**src/rtl/fetch_unit_pkg.sv**
```systemverilog
// Shared constants and types for the instruction fetch stage.
package fetch_unit_pkg;

    localparam int          INSTR_W      = 16;
    localparam logic [3:0]  OPC_HLT      = 4'hF;
    localparam logic [15:0] RESET_VECTOR = 16'h0000;
    localparam logic [15:0] PC_STEP      = 16'h0002;
    localparam logic [15:0] COUNT_MAX    = 16'hFFFF;

    typedef enum logic {
        ST_RUN    = 1'b0,
        ST_HALTED = 1'b1
    } fetch_state_t;

    // True when the fetched word carries the halt opcode.
    function automatic logic is_halt(input logic [INSTR_W-1:0] word);
        return word[INSTR_W-1 -: 4] == OPC_HLT;
    endfunction

endpackage

```
**src/rtl/fetch_unit_if.sv**
```systemverilog
// Instruction-memory handshake between the fetch stage and the memory.
interface fetch_unit_if;
    import fetch_unit_pkg::*;

    logic               req;
    logic [15:0]        addr;
    logic               ready;
    logic [INSTR_W-1:0] rdata;

    modport master (
        output req,
        output addr,
        input  ready,
        input  rdata
    );

    modport slave (
        input  req,
        input  addr,
        output ready,
        output rdata
    );

endinterface

```
**src/rtl/fetch_unit_cla_16b.sv**
```systemverilog
// 16-bit two-level carry-lookahead adder/subtractor (4-bit groups).
// The carry out of the top bit is not produced; PC arithmetic wraps silently.
module CLA_16b (
    input  logic [15:0] a,
    input  logic [15:0] b,
    input  logic        sub,
    output logic [15:0] sum
);

    logic [15:0] b_eff;
    logic [15:0] p;
    logic [14:0] g;
    logic [15:0] c;
    logic [2:0]  grp_g;
    logic [2:0]  grp_p;
    logic [3:0]  grp_c;

    // Lookahead carries c1..c3 from three generate/propagate pairs.
    function automatic logic [2:0] carries3(input logic [2:0] gi,
                                            input logic [2:0] pi,
                                            input logic       c0);
        logic [2:0] co;
        co[0] = gi[0] | (pi[0] & c0);
        co[1] = gi[1] | (pi[1] & gi[0]) | (pi[1] & pi[0] & c0);
        co[2] = gi[2] | (pi[2] & gi[1]) | (pi[2] & pi[1] & gi[0])
              | (pi[2] & pi[1] & pi[0] & c0);
        return co;
    endfunction

    assign b_eff = b ^ {16{sub}};
    assign p     = a ^ b_eff;
    assign g     = a[14:0] & b_eff[14:0];

    // Group generate/propagate for the lower three groups; the top group's carry out is not needed.
    always_comb begin
        grp_g = '0;
        grp_p = '0;
        for (int k = 0; k < 3; k++) begin
            grp_g[k] = g[4*k+3] | (p[4*k+3] & g[4*k+2]) | (p[4*k+3] & p[4*k+2] & g[4*k+1])
                     | (p[4*k+3] & p[4*k+2] & p[4*k+1] & g[4*k]);
            grp_p[k] = &p[4*k +: 4];
        end
    end

    // Second-level lookahead for group carries, then bit carries inside each group.
    always_comb begin
        grp_c[0]   = sub;
        grp_c[3:1] = carries3(grp_g, grp_p, sub);
        c          = '0;
        for (int k = 0; k < 4; k++) begin
            c[4*k]        = grp_c[k];
            c[4*k+1 +: 3] = carries3(g[4*k +: 3], p[4*k +: 3], grp_c[k]);
        end
    end

    assign sum = p ^ c;

endmodule

```
**src/rtl/fetch_unit.sv**
```systemverilog
// Instruction fetch stage: PC register, IF/ID latch, halt detection.
//
//   state     | meaning
//   ----------+-----------------------------------------------------
//   ST_RUN    | fetching; accepts words, follows redirects
//   ST_HALTED | HLT accepted; pc/count frozen, only rst leaves
module fetch_unit
    import fetch_unit_pkg::*;
(
    input  logic               clk,
    input  logic               rst,
    input  logic               redirect,
    input  logic [15:0]        redirect_pc,
    input  logic               stall,
    fetch_unit_if.master       imem,
    output logic [15:0]        pc,
    output logic [INSTR_W-1:0] if_id_instr,
    output logic [15:0]        if_id_pc_plus_2,
    output logic               if_id_valid,
    output logic               halted,
    output logic [15:0]        fetch_count
);

    fetch_state_t state;
    fetch_state_t state_next;
    logic [15:0]  pc_plus_2;
    logic         in_run;
    logic         accept;

    CLA_16b u_pc_adder (
        .a   (pc),
        .b   (PC_STEP),
        .sub (1'b0),
        .sum (pc_plus_2)
    );

    assign in_run    = (state == ST_RUN);
    assign accept    = in_run & imem.ready & ~stall & ~redirect;
    assign imem.addr = pc;

    // State register.
    always_ff @(posedge clk) begin
        if (rst) state <= ST_RUN;
        else     state <= state_next;
    end

    // Next-state: an accepted HLT word is the only way out of RUN.
    always_comb begin
        state_next = state;
        case (state)
            ST_RUN:    if (accept && is_halt(imem.rdata)) state_next = ST_HALTED;
            ST_HALTED: state_next = ST_HALTED;
            default:   state_next = ST_RUN;
        endcase
    end

    // Outputs decoded from state; request is suppressed while rst is asserted.
    always_comb begin
        imem.req = in_run & ~rst;
        halted   = (state == ST_HALTED);
    end

    // PC, IF/ID latch and accept counter; redirect beats stall beats memory wait.
    always_ff @(posedge clk) begin
        if (rst) begin
            pc              <= RESET_VECTOR;
            if_id_instr     <= '0;
            if_id_pc_plus_2 <= '0;
            if_id_valid     <= 1'b0;
            fetch_count     <= '0;
        end else if (in_run) begin
            if (redirect) begin
                pc          <= {redirect_pc[15:1], 1'b0};
                if_id_valid <= 1'b0;
            end else if (stall) begin
                if_id_valid <= if_id_valid;
            end else if (imem.ready) begin
                if_id_instr     <= imem.rdata;
                if_id_pc_plus_2 <= pc_plus_2;
                if_id_valid     <= 1'b1;
                pc              <= pc_plus_2;
                if (fetch_count != COUNT_MAX) fetch_count <= fetch_count + 16'd1;
            end else begin
                if_id_valid <= 1'b0;
            end
        end else begin
            if (!stall) if_id_valid <= 1'b0;
        end
    end

endmodule

```
**src/flat_wrapper.sv**
```systemverilog
// flat-port wrapper written by rule: the top's interface ports become plain ports
module fetch_unit_flat import fetch_unit_pkg::*;
  (clk, rst, redirect, redirect_pc, stall, pc, if_id_instr, if_id_pc_plus_2, if_id_valid, halted, fetch_count, imem_req, imem_addr, imem_ready, imem_rdata);
  fetch_unit_if imem_i ();
  input  logic clk;
  input  logic rst;
  input  logic redirect;
  input  logic [15:0] redirect_pc;
  input  logic stall;
  output logic [15:0] pc;
  output logic [INSTR_W-1:0] if_id_instr;
  output logic [15:0] if_id_pc_plus_2;
  output logic if_id_valid;
  output logic halted;
  output logic [15:0] fetch_count;
  output wire logic [$bits(imem_i.req)-1:0] imem_req;
  output wire logic [$bits(imem_i.addr)-1:0] imem_addr;
  input wire logic [$bits(imem_i.ready)-1:0] imem_ready;
  input wire logic [$bits(imem_i.rdata)-1:0] imem_rdata;
  assign imem_req = imem_i.req;
  assign imem_addr = imem_i.addr;
  assign imem_i.ready = imem_ready;
  assign imem_i.rdata = imem_rdata;
  fetch_unit u_core (.clk(clk), .rst(rst), .redirect(redirect), .redirect_pc(redirect_pc), .stall(stall), .imem(imem_i), .pc(pc), .if_id_instr(if_id_instr), .if_id_pc_plus_2(if_id_pc_plus_2), .if_id_valid(if_id_valid), .halted(halted), .fetch_count(fetch_count));
endmodule
```
**config.mk**
```make
export PLATFORM = sky130hd
export DESIGN_NAME = fetch_unit_flat
export DESIGN_NICKNAME = d
export VERILOG_FILES = /design/src/rtl/fetch_unit_pkg.sv /design/src/rtl/fetch_unit_if.sv /design/src/rtl/fetch_unit_cla_16b.sv /design/src/rtl/fetch_unit.sv /design/src/flat_wrapper.sv
export SDC_FILE = /design/constraint.sdc
export NUM_CORES = 1
export LEC_CHECK = 0
export BUFFER_PORTS_ARGS = -buffer_cell sky130_fd_sc_hd__buf_4
export CORE_UTILIZATION = 47
export CTS_CLUSTER_DIAMETER = 40
export DETAILED_ROUTE_END_ITERATION = 8
export PLACE_DENSITY = 0.84
export SETUP_SLACK_MARGIN = 0.1
export SKIP_LAST_GASP = 1
export SLEW_MARGIN = 25
export SYNTH_ARGS = -nofsm -noshare
export SYNTH_HDL_FRONTEND = slang
export SYNTH_SLANG_ARGS = --single-unit
```
**constraint.sdc**
```tcl
create_clock -name clk -period 3.11 [get_ports clk]
set_clock_uncertainty 0.1 [all_clocks]
set_input_delay 0.4665 -clock clk [delete_from_list [all_inputs] [get_ports clk]]
set_output_delay 0.4665 -clock clk [all_outputs]
set_load 0.02 [all_outputs]
```
# After elaboration in Yosys (flattened, before gate mapping)
# Index checks and enable logic that the tools add are counted.
dict set report totals {
  regBits 66
  inputBits 37
  wordCells 63
}
dict set report classes {
  mux 10
  bitwise 34
  eq_ne 4
  reduce_logical 8
  n_addsub 1
}
# cell n
set op_table {}
lappend op_table {{$mux 16} 3}
lappend op_table {{$and 1x1->1} 28}
lappend op_table {{$add 16x1->16 const B} 1}
lappend op_table {{$ne 16x16->1 const B} 1}
lappend op_table {{$xor 16x16->16} 1}
lappend op_table {{$reduce_and 4->1} 3}
lappend op_table {{$mux 1} 6}
lappend op_table {{$not 1->1} 5}
lappend op_table {{$reduce_and 5->1} 1}
lappend op_table {{$eq 4x4->1 const B} 1}
lappend op_table {{$ne 2x2->1 const B} 2}
lappend op_table {{$reduce_and 3->1} 1}
lappend op_table {{$pmux 1 s2} 1}
lappend op_table {{$reduce_and 2->1} 1}
lappend op_table {{$reduce_bool 2->1} 1}
lappend op_table {{$logic_and 1x1->1} 1}

# Logic depth before layout (Yosys ltp)
dict set report depth {
  word_depth 8
  depth_mapped 7
  mapped_depth_nobuf 6
}

# Hierarchy
# Synthesis repeated with hierarchy kept, for this count alone.
dict set report unflattened {
  cells_unflattened 439
  area_unflattened_um2 3644.7
}
# mod cells_each n_inst seq_area_each_um2 area_each_um2
set modules_own_cells {}
lappend modules_own_cells {fetch_unit 338 1 1321.3 2844.0}
lappend modules_own_cells {CLA_16b 101 1 0.0 800.8}

# Least setup slack after synthesis
# OpenSTA, ideal clock, no wires.
dict set report synth_path {
  kind {input port to flip-flop}
  from {in redirect}
  to {reg u_core.fetch_count[15]}
  slack_ps 574
  arrival_time_ps 2366
  stages 6
  path_cell_list {buf_6 > or4b_1 > or4b_1 > clkbuf_2 > or4_1 > a21oi_1}
}
dict set report synth_between {
  elab_chain_len 2
}
# item line
set synth_lines {}
lappend synth_lines {{start, declared} flat_wrapper.sv:7} ;# input logic redirect;
lappend synth_lines {{$not 1->1 (no line)} n/a}
lappend synth_lines {{$reduce_and 5->1 (no line)} n/a}
lappend synth_lines {{end signal, assigned} fetch_unit.sv:82} ;# if (fetch_count != COUNT_MAX) fetch_count <= fetch_count + 16'd1;
lappend synth_lines {{end, declared} fetch_unit.sv:21} ;# output logic [15:0] fetch_count
# Every way passes these cells.
# A chain may end at the register's enable or synchronous reset.

# Worst setup path after layout
dict set report layout_path {
  from {reg u_core.state (netlist: u_core.halted)}
  to {reg u_core.fetch_count[11]}
}
dict set report layout_between {
  elab_chain_len 2
}
# item line
set layout_lines {}
lappend layout_lines {{start, declared} fetch_unit.sv:24} ;# fetch_state_t state;
lappend layout_lines {{start signal, assigned} fetch_unit.sv:44} ;# else state <= state_next;
lappend layout_lines {{$not 1->1 (no line)} n/a}
lappend layout_lines {{$reduce_and 5->1 (no line)} n/a}
# Every way passes these cells.

==> summary.txt <==
Setup path
  • Critical path's largest stage delay: 0.67 ns
  • Startpoint Class: flip-flop
  • Slowest-stage cell, CP: or4b_1
  • Crit end category: flip-flop
  • CP Cell Sequence: or4b_1 > or4b_1 > or4_1 > a21oi_1
  • CP delay by family, top: simple AND/OR/NAND/NOR gates
  • Reg2Reg Depth: 4
  • R2R Setup Slk: 0.68 ns
  • CP max FO: 8
  • Reg2reg end: u_core.fetch_count[11]
  • Critical Path RT: 3.27 ns
  • Crit path buffers/inverters: 0
  • CP Data Arrival Time: 2.59 ns
  • Crit path from: u_core.halted
  • Critical path type: flip-flop to flip-flop
  • R2r startpoint: u_core.halted
  • Most frequent CP cell: or4b_1

Pwr
  • Pwr Density: 484 nW/um^2
  • Static Leakage: 1.69 nW
  • Overall Power: 2.01 mW
  • VDD IR-drop max: 330 uV

STA
  • Setup violators final: 0
  • Fmax achieved: 411 MHz
  • Final Hold Fails: 0
  • Slew headroom: 34.0%
  • Period utilization: 78.2%
  • Tmin final: 2.43 ns
  • Max-slew violation count: 0
  • Least-Margin Pin Slew: 0.982 ns
  • Fin Setup TNS: 0 ns
  • RSZ-0062 raised after global routing: false

Die
  • Num ports: 120
  • Placement Rows: 29
  • Core area: 6390 um^2
  • Die W: 83.7 um
  • Die area: 7000 um^2
  • Die Span Y: 83.7 um
  • Initial Util: 49.1%

Synth
  • Synth top area cells: dfxtp_1, nand2_1, a21oi_1, buf_4, nor2_1
  • FFs w/ async S/R, synth: 0%
  • Ys flop type: dfxtp_1
  • Most frequent cells after synthesis: dfxtp_1, nand2_1, a21oi_1
  • Synthesis Warnings: 0
  • Post-Syn Area per Cell: 8.00 um^2
  • Post-synth top area share: 40.8%
  • Seq/Total Area, Yosys: 40.8%
  • Number of synthesized flops with an enable pin: 0
  • Register bit count reported by yosys: 64
  • Synth cell types: 45
  • Mapped Cells: 392
  • Area leader, netlist: dfxtp_1
  • Mapped Area: 3140 um^2
  • Most frequent cell after synthesis: dfxtp_1

Clock network
  • Worst-skew pair later-pin latency: 0.32 ns
  • H-tree depth: 3
  • Reg clk slew, reported paths: 0.07 ns
  • # hold bufs at CTS: 0
  • Setup bufs post-CTS: 0
  • CTS tree: yes
  • Clk root buf: clkbuf_8
  • CTS resizes: 0
  • Num CTS Buffers: 9
  • CTS sink count: 64
  • Clock Tree Buf Depth: 2

Final layout
  • Final net count: 524
  • Synth-to-layout area growth: 32.5%
  • Final non-filler cell total: 565
  • Layout cells sized above 1: 29.1%
  • Antenna Diode Count: 0

Worst hold path
  • Min-delay src: imem_rdata[6]
  • Hold Path Class: input port to flip-flop
  • Hold Crit Endpoint: u_core.if_id_instr[6]
  • Depth of the worst hold-timing path: 3

Global route
  • Grt ovf: 0
  • Largest net degree at the start of global routing: 41
  • First-pass GRT wire length: 13300 um
  • Vias in the first global route: 2812
  • All-Layer GR Usage: 23.5%
  • Initial antenna violation count: 0

Detailed routing
  • DR pass1 iterations: 4
  • WL final: 8260 um
  • Via-to-Cell Ratio: 5.57
  • DRC viols: 0
  • WL per Instance: 14.6 um
  • DR iter-0 viols: 237
  • Via Count: 3145
  • Detail Route Antenna Nets: 0

Placement
  • Port Buffer Count: 115
  • Final GP Congestion: 0.847
  • Cells after DPL: 549
  • DP HPWL: 5810 um

Job
  • MaxCap Viol Count: 0

Run status
  • Status: finished, final reports clean
## power by group
group	switching, mW	leakage [nW]	internal, mW
sequential	0.0398	0.521	0.851
combinational	0.160	1.05	0.132
clock	0.310	0.117	0.519
total	0.509	1.69	1.50
## registers in the layout, indices dropped and copies added, names as in the netlist
signal	count
u_core.if_id_pc_plus_2	15
u_core.if_id_valid	1
u_core.fetch_count	16
u_core.if_id_instr	16
u_core.imem.addr	15
u_core.halted	1
## placed cells by master, fill, tap and decap left out, drive strengths merged, types with 2 or more instances in the layout
cell	count
conb	3
nand4	8
dfxtp	64
a31oi	10
a22o	3
o31ai	7
bufinv	2
nor2	33
or4b	2
a21oi	42
ha	4
or3	6
xor2	2
inv	4
buf	123
nor2b	6
clkbuf	14
o21ai	9
xnor2	8
mux2i	6
nor4	3
o21a	2
nand3	15
nand2b	3
a211oi	14
nand2	60
and3	6
or4	8
nor3	4
and4	3
mux2	3
a311oi	2
## logic make-up after synthesis
family                   after synthesis  share of synthesized area, %
AO/OA/AOI/OAI                         96                          18.9
XOR/XNOR                              10                          2.79
adder cells (fa/ha/maj)                4                          1.60
buffers and inverters                 50                          8.46
flip-flops                            64                          40.8
multiplexers                           9                          2.99
other                                  1                         0.120
AND/OR/NAND/NOR                      158                          24.3
## routing by layer
metal  track usage [%]  up-vias  routed length [um]
met3              4.85       18                 555
met5                 0        -                   0
met2              37.3      132                3930
met1              30.0     1429                3570
met4              12.3        0                 205
li1                  -     1566                   -
## worst register-to-register path: stages (launching register included)
cell and delay (ns):
dfxtp_1 0.36, or4b_1 0.53, or4b_1 0.67, or4_1 0.55, a21oi_1 0.15
## how the worst max path moves through the flow
| stage | end | slack [ns] | cells after the start |
|---|---|---|---|
| 2_1_floorplan | u_core.fetch_count[15] | 0.57 | 6 |
| 3_3_place_gp | u_core.fetch_count[13] | 0.48 | 5 |
| 3_5_place_dp | u_core.fetch_count[11] | 0.45 | 5 |
| 4_1_cts | u_core.fetch_count[13] | 0.68 | 4 |
| 5_1_grt | u_core.fetch_count[15] | 0.60 | 4 |
| 6_report | u_core.fetch_count[11] | 0.68 | 4 |
## per-stage QoR
stage	util, %	hold WS (ns)	setup WS, ns	instance area (um^2)
floorplan	-	0.433	0.574	3140
global placement	61.4	0.343	0.477	3920
detailed placement	61.4	0.351	0.446	3920
CTS	65.1	0.272	0.682	4160
global route	65.1	0.278	0.596	4160
finish	65.1	0.283	0.679	4160
## cell type report
class                      instances  area [um^2]
fill                             583         2230
clock buffer                      14          173
inverter                           5         18.8
tap                               77         96.3
clock inverter                     2         60.1
sequential                        64         1280
timing repair buffer             123          923
multi-input combinational        280         1600
Power figures use the tool's default switching activity.
